**src/rtl/pipe_front_regs_pkg.sv**
```systemverilog
// Shared types and defaults for the OTTER front-end pipeline registers.
// Holds the ID/EX record layout and its bubble value.
package otter_pipe_pkg;

  localparam int XLEN   = 32;
  localparam int CTRL_W = 16;

  localparam logic [XLEN-1:0] RESET_PC_DEF  = 32'h0000_0000;
  localparam logic [31:0]     NOP_INSTR_DEF = 32'h0000_0013;

  typedef struct packed {
    logic [XLEN-1:0]   pc;
    logic [4:0]        rs1;
    logic [4:0]        rs2;
    logic [4:0]        rd;
    logic              rw;
    logic [CTRL_W-1:0] ctrl;
    logic              valid;
  } idex_t;

  // A bubble must never write the register file or look like a real instruction.
  localparam idex_t IDEX_BUBBLE = '0;

  function automatic logic [31:0] satInc(input logic [31:0] cnt, input logic en);
    return (en && (cnt != 32'hFFFF_FFFF)) ? cnt + 32'd1 : cnt;
  endfunction

endpackage

```
**src/rtl/pipe_front_regs_if.sv**
```systemverilog
// Bus between the hazard/decode/execute logic and the front-end pipeline registers.
// slave = the register block, master = the surrounding core.
interface pipe_front_regs_if #(
  parameter int XLEN   = 32,
  parameter int CTRL_W = 16
);
  logic              stallF;
  logic              stallD;
  logic              flushD;
  logic              flushE;
  logic              redirE;
  logic [XLEN-1:0]   redir_pcE;
  logic [XLEN-1:0]   imem_addr;
  logic [31:0]       imem_rdata;
  logic [4:0]        rs1D;
  logic [4:0]        rs2D;
  logic [4:0]        rdD;
  logic              rwD;
  logic [CTRL_W-1:0] ctrlD;
  logic [XLEN-1:0]   pcF;
  logic [XLEN-1:0]   pcD;
  logic [31:0]       instrD;
  logic              validD;
  logic [XLEN-1:0]   pcE;
  logic [4:0]        rs1E;
  logic [4:0]        rs2E;
  logic [4:0]        rdE;
  logic              rwE;
  logic [CTRL_W-1:0] ctrlE;
  logic              validE;

  modport slave (
    input  stallF, stallD, flushD, flushE, redirE, redir_pcE, imem_rdata,
           rs1D, rs2D, rdD, rwD, ctrlD,
    output imem_addr, pcF, pcD, instrD, validD,
           pcE, rs1E, rs2E, rdE, rwE, ctrlE, validE
  );

  modport master (
    output stallF, stallD, flushD, flushE, redirE, redir_pcE, imem_rdata,
           rs1D, rs2D, rdD, rwD, ctrlD,
    input  imem_addr, pcF, pcD, instrD, validD,
           pcE, rs1E, rs2E, rdE, rwE, ctrlE, validE
  );
endinterface

```
**src/rtl/pipe_front_regs_skid.sv**
```systemverilog
// Instruction hold register for synchronous-read imem: keeps the word for pcD
// across D stalls, since the memory output follows pcF, not pcD.
module instr_skid
  import otter_pipe_pkg::*;
#(
  parameter logic [31:0] NOP_INSTR = NOP_INSTR_DEF
) (
  input  logic        clk,
  input  logic        rst,
  input  logic        stall,
  input  logic        kill,
  input  logic        validD,
  input  logic [31:0] rdata,
  output logic [31:0] instr,
  output logic        holdValid
);

  logic [31:0] holdInstr;

  // First stalled cycle still sees the correct word for pcD; capture it then.
  always_ff @(posedge clk or posedge rst) begin
    if (rst) begin
      holdValid <= 1'b0;
      holdInstr <= '0;
    end else if (kill) begin
      holdValid <= 1'b0;
    end else if (stall) begin
      if (!holdValid) begin
        holdInstr <= rdata;
        holdValid <= 1'b1;
      end
    end else begin
      holdValid <= 1'b0;
    end
  end

  assign instr = !validD   ? NOP_INSTR :
                 holdValid ? holdInstr : rdata;

endmodule

```
**src/rtl/pipe_front_regs.sv**
```systemverilog
// PC, IF/ID and ID/EX registers of the pipelined OTTER core.
// Optional PIPE_PERF_CNT_EN adds saturating stall/redirect/bubble counters.
module pipe_front_regs
  import otter_pipe_pkg::*;
#(
  parameter logic [XLEN-1:0] RESET_PC  = RESET_PC_DEF,
  parameter logic [31:0]     NOP_INSTR = NOP_INSTR_DEF
) (
  input  logic              clk,
  input  logic              rst,
  pipe_front_regs_if.slave  bus
`ifdef PIPE_PERF_CNT_EN
  ,
  output logic [31:0]       perf_stall_cnt,
  output logic [31:0]       perf_flush_cnt,
  output logic [31:0]       perf_bubble_cnt
`endif
);

  logic [XLEN-1:0] pcFReg;
  logic [XLEN-1:0] pcDReg;
  logic            validDReg;
  logic            killD;
  logic            bubbleE;
  logic            holdValid;
  idex_t           idexReg;
  idex_t           idexNext;

  // A redirect squashes the D slot as well: the word arriving next cycle is wrong-path.
  assign killD   = bus.flushD | bus.redirE;
  assign bubbleE = bus.flushE | bus.redirE | !validDReg;

  always_ff @(posedge clk or posedge rst) begin
    if (rst) begin
      pcFReg <= RESET_PC;
    end else if (bus.redirE) begin
      pcFReg <= bus.redir_pcE;
    end else if (!bus.stallF) begin
      pcFReg <= pcFReg + XLEN'(4);
    end
  end

  always_ff @(posedge clk or posedge rst) begin
    if (rst) begin
      pcDReg    <= '0;
      validDReg <= 1'b0;
    end else if (killD) begin
      validDReg <= 1'b0;
    end else if (!bus.stallD) begin
      pcDReg    <= pcFReg;
      validDReg <= 1'b1;
    end
  end

  instr_skid #(
    .NOP_INSTR (NOP_INSTR)
  ) u_skid (
    .clk       (clk),
    .rst       (rst),
    .stall     (bus.stallD),
    .kill      (killD),
    .validD    (validDReg),
    .rdata     (bus.imem_rdata),
    .instr     (bus.instrD),
    .holdValid (holdValid)
  );

  always_comb begin
    idexNext = IDEX_BUBBLE;
    if (!bubbleE) begin
      idexNext.pc    = pcDReg;
      idexNext.rs1   = bus.rs1D;
      idexNext.rs2   = bus.rs2D;
      idexNext.rd    = bus.rdD;
      idexNext.rw    = bus.rwD;
      idexNext.ctrl  = bus.ctrlD;
      idexNext.valid = 1'b1;
    end
  end

  // E never stalls; a load-use stall holds F/D while E takes a bubble.
  always_ff @(posedge clk or posedge rst) begin
    if (rst) begin
      idexReg <= IDEX_BUBBLE;
    end else begin
      idexReg <= idexNext;
    end
  end

  assign bus.imem_addr = pcFReg;
  assign bus.pcF       = pcFReg;
  assign bus.pcD       = pcDReg;
  assign bus.validD    = validDReg;
  assign bus.pcE       = idexReg.pc;
  assign bus.rs1E      = idexReg.rs1;
  assign bus.rs2E      = idexReg.rs2;
  assign bus.rdE       = idexReg.rd;
  assign bus.rwE       = idexReg.rw;
  assign bus.ctrlE     = idexReg.ctrl;
  assign bus.validE    = idexReg.valid;

`ifdef PIPE_PERF_CNT_EN
  always_ff @(posedge clk or posedge rst) begin
    if (rst) begin
      perf_stall_cnt  <= '0;
      perf_flush_cnt  <= '0;
      perf_bubble_cnt <= '0;
    end else begin
      perf_stall_cnt  <= satInc(perf_stall_cnt, bus.stallD);
      perf_flush_cnt  <= satInc(perf_flush_cnt, bus.redirE);
      perf_bubble_cnt <= satInc(perf_bubble_cnt, bubbleE);
    end
  end
`endif

endmodule

```
**src/flat_wrapper.sv**
```systemverilog
// flat-port wrapper written by rule: the top's interface ports become plain ports
module pipe_front_regs_flat import otter_pipe_pkg::*;
#(
  parameter logic [XLEN-1:0] RESET_PC  = RESET_PC_DEF,
  parameter logic [31:0]     NOP_INSTR = NOP_INSTR_DEF
)
  (clk, rst, bus_stallF, bus_stallD, bus_flushD, bus_flushE, bus_redirE, bus_redir_pcE, bus_imem_rdata, bus_rs1D, bus_rs2D, bus_rdD, bus_rwD, bus_ctrlD, bus_imem_addr, bus_pcF, bus_pcD, bus_instrD, bus_validD, bus_pcE, bus_rs1E, bus_rs2E, bus_rdE, bus_rwE, bus_ctrlE, bus_validE);
  pipe_front_regs_if #(.XLEN(XLEN), .CTRL_W(CTRL_W)) bus_i ();
  input  logic clk;
  input  logic rst;
  input wire logic [$bits(bus_i.stallF)-1:0] bus_stallF;
  input wire logic [$bits(bus_i.stallD)-1:0] bus_stallD;
  input wire logic [$bits(bus_i.flushD)-1:0] bus_flushD;
  input wire logic [$bits(bus_i.flushE)-1:0] bus_flushE;
  input wire logic [$bits(bus_i.redirE)-1:0] bus_redirE;
  input wire logic [$bits(bus_i.redir_pcE)-1:0] bus_redir_pcE;
  input wire logic [$bits(bus_i.imem_rdata)-1:0] bus_imem_rdata;
  input wire logic [$bits(bus_i.rs1D)-1:0] bus_rs1D;
  input wire logic [$bits(bus_i.rs2D)-1:0] bus_rs2D;
  input wire logic [$bits(bus_i.rdD)-1:0] bus_rdD;
  input wire logic [$bits(bus_i.rwD)-1:0] bus_rwD;
  input wire logic [$bits(bus_i.ctrlD)-1:0] bus_ctrlD;
  output wire logic [$bits(bus_i.imem_addr)-1:0] bus_imem_addr;
  output wire logic [$bits(bus_i.pcF)-1:0] bus_pcF;
  output wire logic [$bits(bus_i.pcD)-1:0] bus_pcD;
  output wire logic [$bits(bus_i.instrD)-1:0] bus_instrD;
  output wire logic [$bits(bus_i.validD)-1:0] bus_validD;
  output wire logic [$bits(bus_i.pcE)-1:0] bus_pcE;
  output wire logic [$bits(bus_i.rs1E)-1:0] bus_rs1E;
  output wire logic [$bits(bus_i.rs2E)-1:0] bus_rs2E;
  output wire logic [$bits(bus_i.rdE)-1:0] bus_rdE;
  output wire logic [$bits(bus_i.rwE)-1:0] bus_rwE;
  output wire logic [$bits(bus_i.ctrlE)-1:0] bus_ctrlE;
  output wire logic [$bits(bus_i.validE)-1:0] bus_validE;
  assign bus_i.stallF = bus_stallF;
  assign bus_i.stallD = bus_stallD;
  assign bus_i.flushD = bus_flushD;
  assign bus_i.flushE = bus_flushE;
  assign bus_i.redirE = bus_redirE;
  assign bus_i.redir_pcE = bus_redir_pcE;
  assign bus_i.imem_rdata = bus_imem_rdata;
  assign bus_i.rs1D = bus_rs1D;
  assign bus_i.rs2D = bus_rs2D;
  assign bus_i.rdD = bus_rdD;
  assign bus_i.rwD = bus_rwD;
  assign bus_i.ctrlD = bus_ctrlD;
  assign bus_imem_addr = bus_i.imem_addr;
  assign bus_pcF = bus_i.pcF;
  assign bus_pcD = bus_i.pcD;
  assign bus_instrD = bus_i.instrD;
  assign bus_validD = bus_i.validD;
  assign bus_pcE = bus_i.pcE;
  assign bus_rs1E = bus_i.rs1E;
  assign bus_rs2E = bus_i.rs2E;
  assign bus_rdE = bus_i.rdE;
  assign bus_rwE = bus_i.rwE;
  assign bus_ctrlE = bus_i.ctrlE;
  assign bus_validE = bus_i.validE;
  pipe_front_regs #(.RESET_PC(RESET_PC), .NOP_INSTR(NOP_INSTR)) u_core (.clk(clk), .rst(rst), .bus(bus_i));
endmodule
```
**config.mk**
```make
export PLATFORM = sky130hd
export DESIGN_NAME = pipe_front_regs_flat
export DESIGN_NICKNAME = d
export VERILOG_FILES = /design/src/rtl/pipe_front_regs_pkg.sv /design/src/rtl/pipe_front_regs_if.sv /design/src/rtl/pipe_front_regs_skid.sv /design/src/rtl/pipe_front_regs.sv /design/src/flat_wrapper.sv
export SDC_FILE = /design/constraint.sdc
export NUM_CORES = 1
export LEC_CHECK = 0
export BUFFER_PORTS_ARGS = -buffer_cell sky130_fd_sc_hd__buf_2
export CELL_PAD_IN_SITES_DETAIL_PLACEMENT = 1
export CELL_PAD_IN_SITES_GLOBAL_PLACEMENT = 1
export CORE_ASPECT_RATIO = 0.6
export CORE_UTILIZATION = 40
export CTS_BUF_LIST = sky130_fd_sc_hd__clkbuf_16
export DETAILED_ROUTE_END_ITERATION = 16
export PLACE_DENSITY_LB_ADDON = 0.1
export SETUP_SLACK_MARGIN = 0.2
export SLEW_MARGIN = 10
export SYNTH_ARGS = -nofsm -noshare
export SYNTH_HDL_FRONTEND = slang
export SYNTH_HIERARCHICAL = 1
export SYNTH_SLANG_ARGS = --single-unit
```
**constraint.sdc**
```tcl
create_clock -name clk -period 11.4 [get_ports clk]
set_input_delay 1.14 -clock clk [delete_from_list [all_inputs] [get_ports clk]]
set_output_delay 1.14 -clock clk [all_outputs]
set_load 0.01 [all_outputs]
```
Word level (Yosys, flattened, before mapping). Cells that the tools add are included.

Flip-flop bits (word level): 163. Input bits: 103. Output and inout bits: 194.

$add $sub $neg: 1. Equal/unequal tests: 2. Multiplexer cells: 9. Bitwise gates (word level): 5. Reduce and logical (&&, ||, !) cells: 3.

Operator list (number): 32-bit 2-to-1 mux (4); 65-bit 2-to-1 mux (1); 32-bit by 3-bit adder with 32-bit output, second input constant (1); 1-bit 2-to-1 mux (4); 2-bit by 1-bit != test with 1-bit output, second input constant (2); 2-bit AND reduction (2); 1-bit bitwise OR (3); 1-bit NOT (2); 1-bit zero test (1).

Depth between registers and ports, before layout. Gate-level depths: netlist of the first run.

Word-level depth: 3. Gate-level depth with buffers: 6. Depth with buffers taken out: 5.

Cells and area by module. Netlist of the first run, hierarchy kept.

By module, submodules not included: pipe_front_regs (instances 1, cells each 438, area an instance 5307.6 µm², sequential area each 3253.1 µm²); instr_skid (instances 1, cells each 142, area an instance 1799.2 µm², sequential area each 825.8 µm²).

Worst setup path before layout of the first run. Ideal clock, no wire load.

Path type: input to register. Start point: input port bus_redirE. End point: register u_core.pcDReg[0], in the netlist u_core/bus.pcD[0]. Library setup time: 0.125 ns. Arrival: 2.428 ns. Data required time: 11.275 ns. Slack: 8.847 ns. Stages: 4. Path buffers: 1. Cells stage by stage: or2_2 -> nor2_1 -> clkbuf_1 -> mux2_2.

Longest elaborated chain between the ends: 3.

RTL lines: start: declaration (line flat_wrapper.sv:15) `input wire logic [$bits(bus_i.redirE)-1:0] bus_redirE;`; 1-bit bitwise OR (line pipe_front_regs.sv:30) `assign killD = bus.flushD | bus.redirE;`; 1-bit NOT (no line); 2-bit AND reduction (no line); end signal: assignment (line pipe_front_regs.sv:50) `pcDReg <= pcFReg;`; end: declaration (line pipe_front_regs.sv:21) `logic [XLEN-1:0] pcDReg;`.

Every way passes these cells. A chain may end at the register's enable or synchronous reset.

Worst setup path in the final report of the first run.
Start point: register u_core.u_skid.holdValid. End point: output port bus_instrD[1].

Longest elaborated chain between the ends: 2.

RTL lines: start: declaration (line pipe_front_regs_skid.sv:15) `output logic holdValid`; start signal: assignment (line pipe_front_regs_skid.sv:23) `holdValid <= 1'b0;`; start signal: assignment (line pipe_front_regs_skid.sv:26) `holdValid <= 1'b0;`; start signal: assignment (line pipe_front_regs_skid.sv:30) `holdValid <= 1'b1;`; 32-bit 2-to-1 mux; 32-bit 2-to-1 mux (line pipe_front_regs_skid.sv:37) `assign instr = !validD ? NOP_INSTR :`; end: declaration (line flat_wrapper.sv:26) `output wire logic [$bits(bus_i.instrD)-1:0] bus_instrD;`.

Every way passes these cells.

==> flow_metrics.env, run 1 <==
export IMPL_status="finished clean"
export IMPL_slowest_delay_ns=1.02
export IMPL_synth_adder_area_share_pct=0.176
export IMPL_async_reset_ff_share_pct=100
export IMPL_numCtsBuffers=17
export IMPL_cp_arrival_ns=1.98
export IMPL_avgSynthCellArea_um2=12.3
export IMPL_synth_nets=684
export IMPL_crit_buf_inv=1
export IMPL_ys_warnings_count=6
export IMPL_drt_initial_drc_count=290
export IMPL_p_seq_share_pct=47.9
export IMPL_synthDistinctLibCells=37
export IMPL_ys_seq_area_share_pct=57.4
export IMPL_totalWireLength_um=20100
export IMPL_setup_violations_final=0
export IMPL_path_cells="mux2i_1 -> nand2_1 -> buf_2"
export IMPL_ys_ff_latch=163
export IMPL_critical_path_class="reg2out"
export IMPL_fin_skew_ns=0.0158
export IMPL_dpl_cell_count=1053
export IMPL_hold_end="u_core/bus.pcE[0]$_DFF_PP0_"
export IMPL_synth_top_family_by_area="simple AND/OR/NAND/NOR gates"
export IMPL_worstMarginPinSlew_ns=1.03
export IMPL_rrSetupSlack_ns=9.07
export IMPL_cp_slowest_cell="dfrtp_2"
export IMPL_synthMuxAreaShare_pct=15.1
export IMPL_rsz0062_at_grt="no"
export IMPL_final_cell_mix="buf_2 (296), dfrtp_1 (162), mux2_2 (64), and2_1 (64), mux2i_1 (33)"
export IMPL_synthToLayoutAreaGrowth_pct=28.1
export IMPL_layout_nets=942
export IMPL_initial_utilization_pct=41.2
export IMPL_synth_cells=580
export IMPL_path_delay_family="flip-flops"
export IMPL_grt_max_degree=78
export IMPL_io_buffers=296
export IMPL_worstReg2RegStart="u_core/bus.validD$_DFFE_PP0P_"
export IMPL_path_max_fanout=33
export IMPL_netlist_area_mm2=0.00711
export IMPL_synth_main_ff_cell="dfrtp_1"
export IMPL_die_h_um=105
export IMPL_cp_required_ns=10.26
export IMPL_clock_power_share_pct=37.4
export IMPL_h_tree_depth=4
export IMPL_clk_path_buf_depth=2
export IMPL_synth_xor_area_share_pct=1.48
export IMPL_p_leak_nw=4.57
export IMPL_cts_tree="built"
export IMPL_grtUsageTotal_pct=22.5
export IMPL_die_w_um=174
export IMPL_min_path_cells=1
export IMPL_post_cts_setup_buffer_count=0
export IMPL_dr_pass1_iters=4
export IMPL_place_congestion=0.774
export IMPL_drtAntennaViolNets=0
export IMPL_viasPerCell=4.99
export IMPL_hold_viol=0
export IMPL_yosys_area_share_simple_pct=16.3
export IMPL_ff2ff_path_depth=4
export IMPL_synth_compound_area_share_pct=3.73
export IMPL_io_pins=297
export IMPL_hpwl_um=14600
export IMPL_net_switching_power_mw=0.416
export IMPL_coreArea_mm2=0.0173
export IMPL_drive_gt1_share_pct=47.5
export IMPL_start_kind="flip-flop"
export IMPL_vdd_drop_max_v=0.000112
export IMPL_finalSetupTns_ns=0
export IMPL_antenna_found_initial=2
export IMPL_max_cap_violations=0
export IMPL_fmax_mhz=320
export IMPL_end_kind="output port"
export IMPL_hold_buffers=0
export IMPL_vias=5422
export IMPL_worstHoldStart="u_core/bus.pcD[0]$_DFFE_PP0P_"
export IMPL_clock_sinks=163
export IMPL_fin_crit_sh_pct=27.4
export IMPL_synth_edff_count=0
export IMPL_cellPowerDensity_mw_per_mm2=161
export IMPL_period_needed_ns=3.12
export IMPL_final_common_cell="buf_2"
export IMPL_maxSlewHeadroom_pct=31.3
export IMPL_postCtsResizedCells=0
export IMPL_hp_class="reg2reg"
export IMPL_reg2reg_to="u_core/bus.pcE[15]$_DFF_PP0_"
export IMPL_cts_root_buf="clkbuf_16"
export IMPL_worst_slack_ns=8.28
export IMPL_intPower_mw=1.05
export IMPL_fillCellCount=1927
export IMPL_overflow=0
export IMPL_drc=0
export IMPL_p_sw_share_pct=28.3
export IMPL_slew_viol_final=0
export IMPL_clk_latency_ns=0.43
export IMPL_die_area_mm2=0.0183
export IMPL_rows=37
export IMPL_avgRoutedWirePerCell_um=18.6
export IMPL_grt_pass1_wl_um=31700
export IMPL_pwr_share_comb_pct=14.7
export IMPL_place_ws_ns=8.06
export IMPL_clkTransAtPathRegs_ns=0.06
export IMPL_final_cells=1086
export IMPL_grt_pass1_vias=5842
logic make-up (layout without fill, tap and decap cells):
kind of cell,after synthesis,after routing
mux,99,99
flops,163,163
compound gates,42,42
other cells,0,2
fa+ha+maj,1,1
buf+inv,67,337
simple gates,196,196
xor+xnor,12,12
worst register-to-register path, delay by kind of cell, from the launching register on:
| kind | cells | cell delay [ns] |
|---|---|---|
| buffers and inverters | 2 | 0.59 |
| flip-flops | 1 | 0.95 |
| AND/OR/NAND/NOR | 2 | 0.73 |
metrics by stage:
| stage | power [mW] | area, µm² | util, % | hold slack, ns |
|---|---|---|---|---|
| floorplan | 0.830 | 7110 | - | 0.458 |
| global placement | 0.919 | 8540 | 49.5 | 0.468 |
| detailed placement | 0.933 | 8540 | 49.5 | 0.490 |
| CTS | 1.49 | 9100 | 52.7 | 0.506 |
| global route | 1.54 | 9100 | 52.7 | 0.517 |
| finish | 1.47 | 9110 | 52.7 | 0.501 |
synthesized netlist by cell type (all sizes together), types with 4 or more instances:
master    n  share of area, %
a31oi    11              0.97
and2     64               5.6
and3      4              0.35
and4      6              0.74
buf      41               4.4
clkbuf   21               1.1
dfrtp   163                57
inv       5              0.26
mux2     66                10
mux2i    33               4.6
nand2    31               1.6
nand3    18               1.3
nand4     6              0.53
nor2     13              0.69
nor2b    31               2.7
o211ai    5              0.53
o21ai    14              0.99
o31ai    10               1.1
or4      16               1.7
xnor2     4              0.49
xor2      8              0.99
per-layer routing:
layer  vias to the layer above  wire, µm  GRT usage (%)
met3                        18      1160           5.63
met1                      2727      8830           28.1
met5                         -         0              0
li1                       2486         -              -
met4                         0       246           7.39
met2                       191      9910           38.3
power by group through the flow:
stage	combinational [mW]	clock, mW	sequential (mW)
after floorplan	0.119	0	0.712
after global placement	0.209	0	0.710
after detailed placement	0.218	0	0.715
after CTS	0.219	0.565	0.704
after global routing	0.236	0.585	0.715
final	0.215	0.549	0.704
cell type report:
class / count / area [µm²] / share of cell area [%]
clock buffer: 17 / 425 / 4.67
sequential: 163 / 4080 / 44.8
inverter: 5 / 23.8 / 0.261
multi-input combinational: 350 / 2630 / 28.9
timing repair buffer: 301 / 1520 / 16.7
antenna: 2 / 5.00 / 0.0550
clock inverter: 14 / 133 / 1.46
tap: 234 / 293 / 3.22
sequential cells by signal, indices dropped and copies added (netlist names):
signal,flops
u_core/bus.ctrlE,16
u_core/bus.imem_addr,32
u_core/bus.pcD,32
u_core/bus.pcE,32
u_core/bus.rdE,5
u_core/bus.rs1E,5
u_core/bus.rs2E,5
u_core/bus.rwE,1
u_core/bus.validD,1
u_core/bus.validE,1
u_core/u_skid/holdInstr,32
u_core/u_skid/holdValid,1
how the worst max path moves through the flow:
stage / from / endpoint / slack, ns / depth (start not counted)
3_3_place_gp: bus_redirE / u_core/bus.pcD[4]$_DFFE_PP0P_ / 8.16 / 4
6_report: u_core/u_skid/holdValid$_DFF_PP0_ / bus_instrD[1] / 8.28 / 3
2_1_floorplan: rst / u_core/bus.ctrlE[0]$_DFF_PP0_ / 6.79 / 1
3_5_place_dp: bus_redirE / u_core/bus.pcD[29]$_DFFE_PP0P_ / 8.06 / 4
4_1_cts: u_core/u_skid/holdValid$_DFF_PP0_ / bus_instrD[1] / 8.23 / 3
5_1_grt: u_core/u_skid/holdValid$_DFF_PP0_ / bus_instrD[1] / 8.14 / 3
Note: power is estimated with default switching activity, not from simulation.
==> inputs of run 2 (changes only) <==
--- a/config.mk
+++ b/config.mk
@@ -5,11 +5,12 @@
 export SDC_FILE = /design/constraint.sdc
 export NUM_CORES = 1
 export LEC_CHECK = 0
+export ABC_AREA = 1
 export BUFFER_PORTS_ARGS = -buffer_cell sky130_fd_sc_hd__buf_2
 export CELL_PAD_IN_SITES_DETAIL_PLACEMENT = 1
 export CELL_PAD_IN_SITES_GLOBAL_PLACEMENT = 1
 export CORE_ASPECT_RATIO = 0.6
-export CORE_UTILIZATION = 40
+export CORE_UTILIZATION = 35
 export CTS_BUF_LIST = sky130_fd_sc_hd__clkbuf_16
 export DETAILED_ROUTE_END_ITERATION = 16
 export PLACE_DENSITY_LB_ADDON = 0.1
==> constraint.sdc (replaced) <==
create_clock -name clk -period 3.2 [get_ports clk]
set_input_delay 0.32 -clock clk [delete_from_list [all_inputs] [get_ports clk]]
set_output_delay 0.32 -clock clk [all_outputs]
set_load 0.01 [all_outputs]
==> flow_metrics.env, run 2 <==
export IMPL_path_delay_family="flip-flops"
export IMPL_worstMarginPinSlew_ns=0.982
export IMPL_clkTransAtPathRegs_ns=0.06
export IMPL_hp_class="in2reg"
export IMPL_io_buffers=296
export IMPL_antennaDiodeCount=0
export IMPL_yosysTopAreaCellShare_pct=52.0
export IMPL_initial_utilization_pct=36.5
export IMPL_critical_path_class="reg2out"
export IMPL_netlist_area_mm2=0.00784
export IMPL_vdd_drop_max_v=0.000425
export IMPL_status="finished clean"
export IMPL_ys_top_cells_by_area="dfrtp_1 (52%), nand2_1 (17%), inv_1 (5.9%)"
export IMPL_dr_pass1_iters=4
export IMPL_place_congestion=0.847
export IMPL_min_path_cells=2
export IMPL_hold_viol=0
export IMPL_p_leak_nw=5.68
export IMPL_finalSetupTns_ns=0
export IMPL_cts_tree="built"
export IMPL_rows=41
export IMPL_final_common_cell="nand2_1"
export IMPL_postCtsResizedCells=0
export IMPL_hold_buffers=0
export IMPL_synth_edff_count=0
export IMPL_cts_root_buf="clkbuf_16"
export IMPL_max_cap_violations=0
export IMPL_grt_pass1_vias=7403
export IMPL_yosys_cell_count_top_type="nand2_1"
export IMPL_numCtsBuffers=17
export IMPL_clk_path_buf_depth=2
export IMPL_drt_initial_drc_count=376
export IMPL_synth_main_ff_cell="dfrtp_1"
export IMPL_end_kind="output port"
export IMPL_maxSlewHeadroom_pct=34.4
export IMPL_yosys_top_cells_count="nand2_1 (359), dfrtp_1 (163), inv_1 (123)"
export IMPL_clk_latency_ns=0.43
export IMPL_slew_viol_final=0
export IMPL_ys_ff_latch=163
export IMPL_hold_slack_ns=0.0722
export IMPL_grtUsageTotal_pct=23.4
export IMPL_cp_slowest_cell="dfrtp_1"
export IMPL_final_util_pct=45.6
export IMPL_synthToLayoutAreaGrowth_pct=25.1
export IMPL_setup_violations_final=0
export IMPL_fin_skew_ns=0.00775
export IMPL_grt_max_degree=65
export IMPL_fin_crit_sh_pct=70.4
export IMPL_io_pins=297
export IMPL_worstHoldStart="bus_flushE"
export IMPL_drc=0
export IMPL_worstReg2RegStart="u_core/bus.imem_addr[8]$_DFFE_PP0N_"
export IMPL_post_cts_setup_buffer_count=0
export IMPL_synth_nets=1093
export IMPL_drive_gt1_share_pct=30.3
export IMPL_route_met3_wl_um=1740
export IMPL_wl_met1_um=13100
export IMPL_reg2reg_to="u_core/bus.imem_addr[11]$_DFFE_PP0N_"
export IMPL_die_w_um=195
export IMPL_final_cells=1539
export IMPL_drtAntennaViolNets=0
export IMPL_synthDistinctLibCells=28
export IMPL_dpl_cell_count=1507
export IMPL_layout_nets=1351
export IMPL_vias=7155
export IMPL_path_max_fanout=17
export IMPL_wl_met2_um=10900
export IMPL_final_cell_mix="nand2_1 (359), buf_2 (296), dfrtp_1 (163)"
export IMPL_cp_required_ns=2.88
export IMPL_ff2ff_path_depth=7
export IMPL_power_mw=5.32
export IMPL_highest_layer="met4"
export IMPL_hold_end="u_core/bus.validE$_DFF_PP0_"
export IMPL_fmax_mhz=444
export IMPL_synth_top_cell_by_area="dfrtp_1"
export IMPL_antenna_found_initial=0
export IMPL_coreArea_mm2=0.0215
export IMPL_totalWireLength_um=25900
export IMPL_ys_seq_area_share_pct=52.0
export IMPL_die_area_mm2=0.0230
export IMPL_synth_cells=989
export IMPL_ys_warnings_count=6
export IMPL_rrSetupSlack_ns=1.40
export IMPL_overflow=0
export IMPL_hpwl_um=19600
export IMPL_h_tree_depth=4
export IMPL_viasPerCell=4.65
export IMPL_slowest_delay_ns=0.72
export IMPL_path_cells="buf_4 -> nand2_1 -> a21oi_1 -> buf_2"
export IMPL_async_reset_ff_share_pct=100
export IMPL_avgSynthCellArea_um2=7.93
export IMPL_clock_sinks=163
export IMPL_cp_arrival_ns=1.93
export IMPL_grt_pass1_wl_um=41400
export IMPL_die_h_um=118
export IMPL_start_kind="flip-flop"
export IMPL_avgRoutedWirePerCell_um=16.8
export IMPL_cellPowerDensity_mw_per_mm2=543
export IMPL_rsz0062_at_grt="no"
export IMPL_crit_buf_inv=2
export IMPL_period_needed_ns=2.25
-- run 2: cell type report --
class | instances | area (µm²)
sequential | 163 | 4080
multi-input combinational | 628 | 2710
clock buffer | 17 | 425
fill | 2739 | 11700
tap | 279 | 349
timing repair buffer | 307 | 1610
clock inverter | 15 | 133
inverter | 130 | 494
-- run 2: kinds of logic (layout without fill, tap and decap cells) --
logic type	after synthesis	in the layout	synth area share (%)
fa+ha+maj	1	1	0.160
simple gates	530	530	26.9
flops	163	163	52.0
compound gates	96	96	7.37
xor+xnor	1	1	0.112
buf+inv	198	469	13.4
-- run 2: worst max-delay path by stage --
| stage | from | slack (ns) | to | cells after the start |
|---|---|---|---|---|
| after detailed placement | u_core/u_skid/holdValid$_DFF_PP0_ | 1.38 | bus_instrD[12] | 4 |
| after global placement | bus_redirE | 1.42 | u_core/bus.imem_addr[12]$_DFFE_PP0N_ | 6 |
| after CTS | u_core/u_skid/holdValid$_DFF_PP0_ | 0.90 | bus_instrD[12] | 4 |
| after floorplan | rst | 1.27 | u_core/bus.ctrlE[0]$_DFF_PP0_ | 1 |
| after global routing | u_core/u_skid/holdValid$_DFF_PP0_ | 0.78 | bus_instrD[30] | 4 |
| final | u_core/u_skid/holdValid$_DFF_PP0_ | 0.95 | bus_instrD[12] | 4 |
-- run 2: metal layers --
metal	up-vias	GRT usage (%)
met5	-	0
met4	0	5.91
met3	12	7.25
met2	193	33.4
met1	3458	34.0
li1	3492	-
-- run 2: report_power, final --
| group | internal, mW | total, mW | switching [mW] |
|---|---|---|---|
| Clock | 1.08 | 1.98 | 0.909 |
| Sequential | 2.25 | 2.45 | 0.202 |
| Combinational | 0.333 | 0.885 | 0.552 |
-- run 2: stage by stage --
step | setup slack, ns | area (µm²)
2_1_floorplan | 1.27 | 7850
3_3_place_gp | 1.42 | 9250
3_5_place_dp | 1.38 | 9250
4_1_cts | 0.902 | 9810
5_1_grt | 0.785 | 9810
6_report | 0.947 | 9810
==> inputs of run 3 (changes only) <==
--- a/config.mk
+++ b/config.mk
@@ -10,7 +10,7 @@
 export CELL_PAD_IN_SITES_DETAIL_PLACEMENT = 1
 export CELL_PAD_IN_SITES_GLOBAL_PLACEMENT = 1
 export CORE_ASPECT_RATIO = 0.6
-export CORE_UTILIZATION = 35
+export CORE_UTILIZATION = 32
 export CTS_BUF_LIST = sky130_fd_sc_hd__clkbuf_16
 export DETAILED_ROUTE_END_ITERATION = 16
 export PLACE_DENSITY_LB_ADDON = 0.1
==> constraint.sdc (replaced) <==
create_clock -name clk -period 1.91 [get_ports clk]
set_input_delay 0.191 -clock clk [delete_from_list [all_inputs] [get_ports clk]]
set_output_delay 0.191 -clock clk [all_outputs]
set_load 0.01 [all_outputs]
==> flow_metrics.env, run 3 (synthesis gave the netlist of run 2 again) <==
export IMPL_drt_initial_drc_count=405
export IMPL_io_pins=297
export IMPL_initial_utilization_pct=33.3
export IMPL_slew_viol_final=0
export IMPL_crit_end="bus_instrD[16]"
export IMPL_cts_root_buf="clkbuf_16"
export IMPL_antenna_found_initial=1
export IMPL_clk_latency_ns=0.43
export IMPL_fin_skew_ns=0.00767
export IMPL_die_w_um=204
export IMPL_grt_pass1_vias=7465
export IMPL_setup_violations_final=0
export IMPL_cp_required_ns=1.72
export IMPL_path_delay_family="flip-flops"
export IMPL_hold_viol=0
export IMPL_vias=7635
export IMPL_cellPowerDensity_mw_per_mm2=832
export IMPL_drtAntennaViolNets=0
export IMPL_vdd_drop_max_v=0.000558
export IMPL_fmax_mhz=575
export IMPL_startpoint="u_core/u_skid/holdValid$_DFF_PP0_"
export IMPL_critical_path_class="reg2out"
export IMPL_fin_crit_sh_pct=91.1
export IMPL_path_max_fanout=8
export IMPL_drc=0
export IMPL_crit_buf_inv=3
export IMPL_start_kind="flip-flop"
export IMPL_numCtsBuffers=17
export IMPL_finalSetupTns_ns=0
export IMPL_viasPerCell=4.60
export IMPL_dpl_cell_count=1558
export IMPL_placed_cell_area_mm2=0.00941
export IMPL_totalWireLength_um=29000
export IMPL_final_common_cell="nand2_1"
export IMPL_coreArea_mm2=0.0236
export IMPL_worstReg2RegStart="u_core/bus.imem_addr[3]$_DFFE_PP0N_"
export IMPL_rows=43
export IMPL_cp_depth=5
export IMPL_io_buffers=296
export IMPL_synthToLayoutAreaGrowth_pct=41.8
export IMPL_cp_arrival_ns=1.55
export IMPL_clock_sinks=163
export IMPL_reg2reg_to="u_core/bus.imem_addr[24]$_DFFE_PP0N_"
export IMPL_hpwl_um=20500
export IMPL_slowest_delay_ns=0.45
export IMPL_die_area_mm2=0.0252
export IMPL_cp_slowest_cell="dfrtp_2"
export IMPL_h_tree_depth=4
export IMPL_final_cell_mix="nand2_1 (324), buf_2 (291), dfrtp_1 (158)"
export IMPL_final_util_pct=47.2
export IMPL_overflow=0
export IMPL_power_mw=9.25
export IMPL_design_area_mm2=0.0111
export IMPL_clkTransAtPathRegs_ns=0.07
export IMPL_rrSetupSlack_ns=0.23
export IMPL_final_cells=1659
export IMPL_p_leak_nw=6.29
export IMPL_grt_pass1_wl_um=43600
export IMPL_path_cells="buf_12 -> inv_8 -> nand2_1 -> a21oi_2 -> buf_2"
export IMPL_end_kind="output port"
export IMPL_hp_class="in2reg"
export IMPL_clk_path_buf_depth=2
export IMPL_avgRoutedWirePerCell_um=17.5
export IMPL_grt_max_degree=54
export IMPL_max_cap_violations=0
export IMPL_ff2ff_path_depth=8
export IMPL_cts_tree="built"
export IMPL_drive_gt1_share_pct=35.9
export IMPL_maxSlewHeadroom_pct=52.8
export IMPL_place_congestion=0.861
export IMPL_die_h_um=123
export IMPL_layout_nets=1434
export IMPL_dr_pass1_iters=5
export IMPL_status="finished clean"
export IMPL_period_needed_ns=1.74
export IMPL_worstMarginPinSlew_ns=0.709
export IMPL_grtUsageTotal_pct=23.2
export IMPL_rsz0062_at_grt="yes"
-- run 3: cell count changes in the layout (fill, tap and decap cells not counted), sizes merged --
cell | previous run | this run
clkinv | 8 | 3
clkinvlp | 4 | 3
diode | 0 | 1
dlygate4sd3 | 0 | 51
bufinv | 1 | 0
buf | 307 | 336
inv | 132 | 142
-- run 3: power by group --
part	internal (mW)	switching [mW]
sequential	3.77	0.356
clock	1.73	1.63
combinational	0.717	1.05
-- run 3: per-stage QoR --
stage	hold slack (ns)	setup slack [ns]
after floorplan	0.277	0.110
after global placement	0.356	0.219
after detailed placement	0.358	0.201
after CTS	0.00199	0.160
after global routing	0.0292	0.0808
final	0.0230	0.170
-- run 3: final cells by class --
cell class                      instances  area, µm²
Antenna cell                            1       2.50
Clock buffer                           17        425
Clock inverter                         15        136
Fill cell                            2880      12400
Inverter                              130        515
Multi-Input combinational cell        628       3030
Sequential cell                       163       4090
Tap cell                              315        394
Timing Repair Buffer                  387       2500
Timing Repair inverter                  3       33.8
-- run 3: per-layer routing --
metal,GRT usage [%],wire length [µm],vias to the layer above
met2,34.3,12500,227
li1,-,-,3666
met1,33.7,14200,3723
met3,5.80,1980,19
met4,5.50,299,0
met5,0,0,-
-- run 3: how the worst min path moves through the flow --
| stage | end | cells past startpoint | startpoint | slack, ns |
|---|---|---|---|---|
| 4_1_cts | u_core/bus.imem_addr[9]$_DFFE_PP0N_ | 3 | bus_redir_pcE[9] | 0.002 |
| 5_1_grt | u_core/bus.imem_addr[18]$_DFFE_PP0N_ | 3 | bus_redir_pcE[18] | 0.03 |
| 3_5_place_dp | u_core/bus.pcD[31]$_DFFE_PP0P_ | 2 | rst | 0.36 |
| 2_1_floorplan | u_core/bus.validD$_DFFE_PP0P_ | 1 | bus_stallD | 0.28 |
| 3_3_place_gp | u_core/bus.pcD[31]$_DFFE_PP0P_ | 2 | rst | 0.36 |
| 6_report | u_core/bus.imem_addr[9]$_DFFE_PP0N_ | 3 | bus_redir_pcE[9] | 0.02 |
-- run 3: worst min-delay path: cells and delay by family --
kind | cells | cell delay, ns
compound gates | 1 | 0.08
simple gates | 1 | 0.06
buf+inv | 1 | 0.08
-- run 3: repair_timing --
| action | CTS | global route |
|---|---|---|
| setup buffers | 8 | 2 |
| hold buffers | 51 | 0 |
| pin swaps | 24 | 15 |
| gates cloned | 7 | 0 |
| gates resized for setup | 78 | 45 |
| hold endpoints to repair | 103 | 0 |
| endpoints found under the setup margin | 33 | 51 |
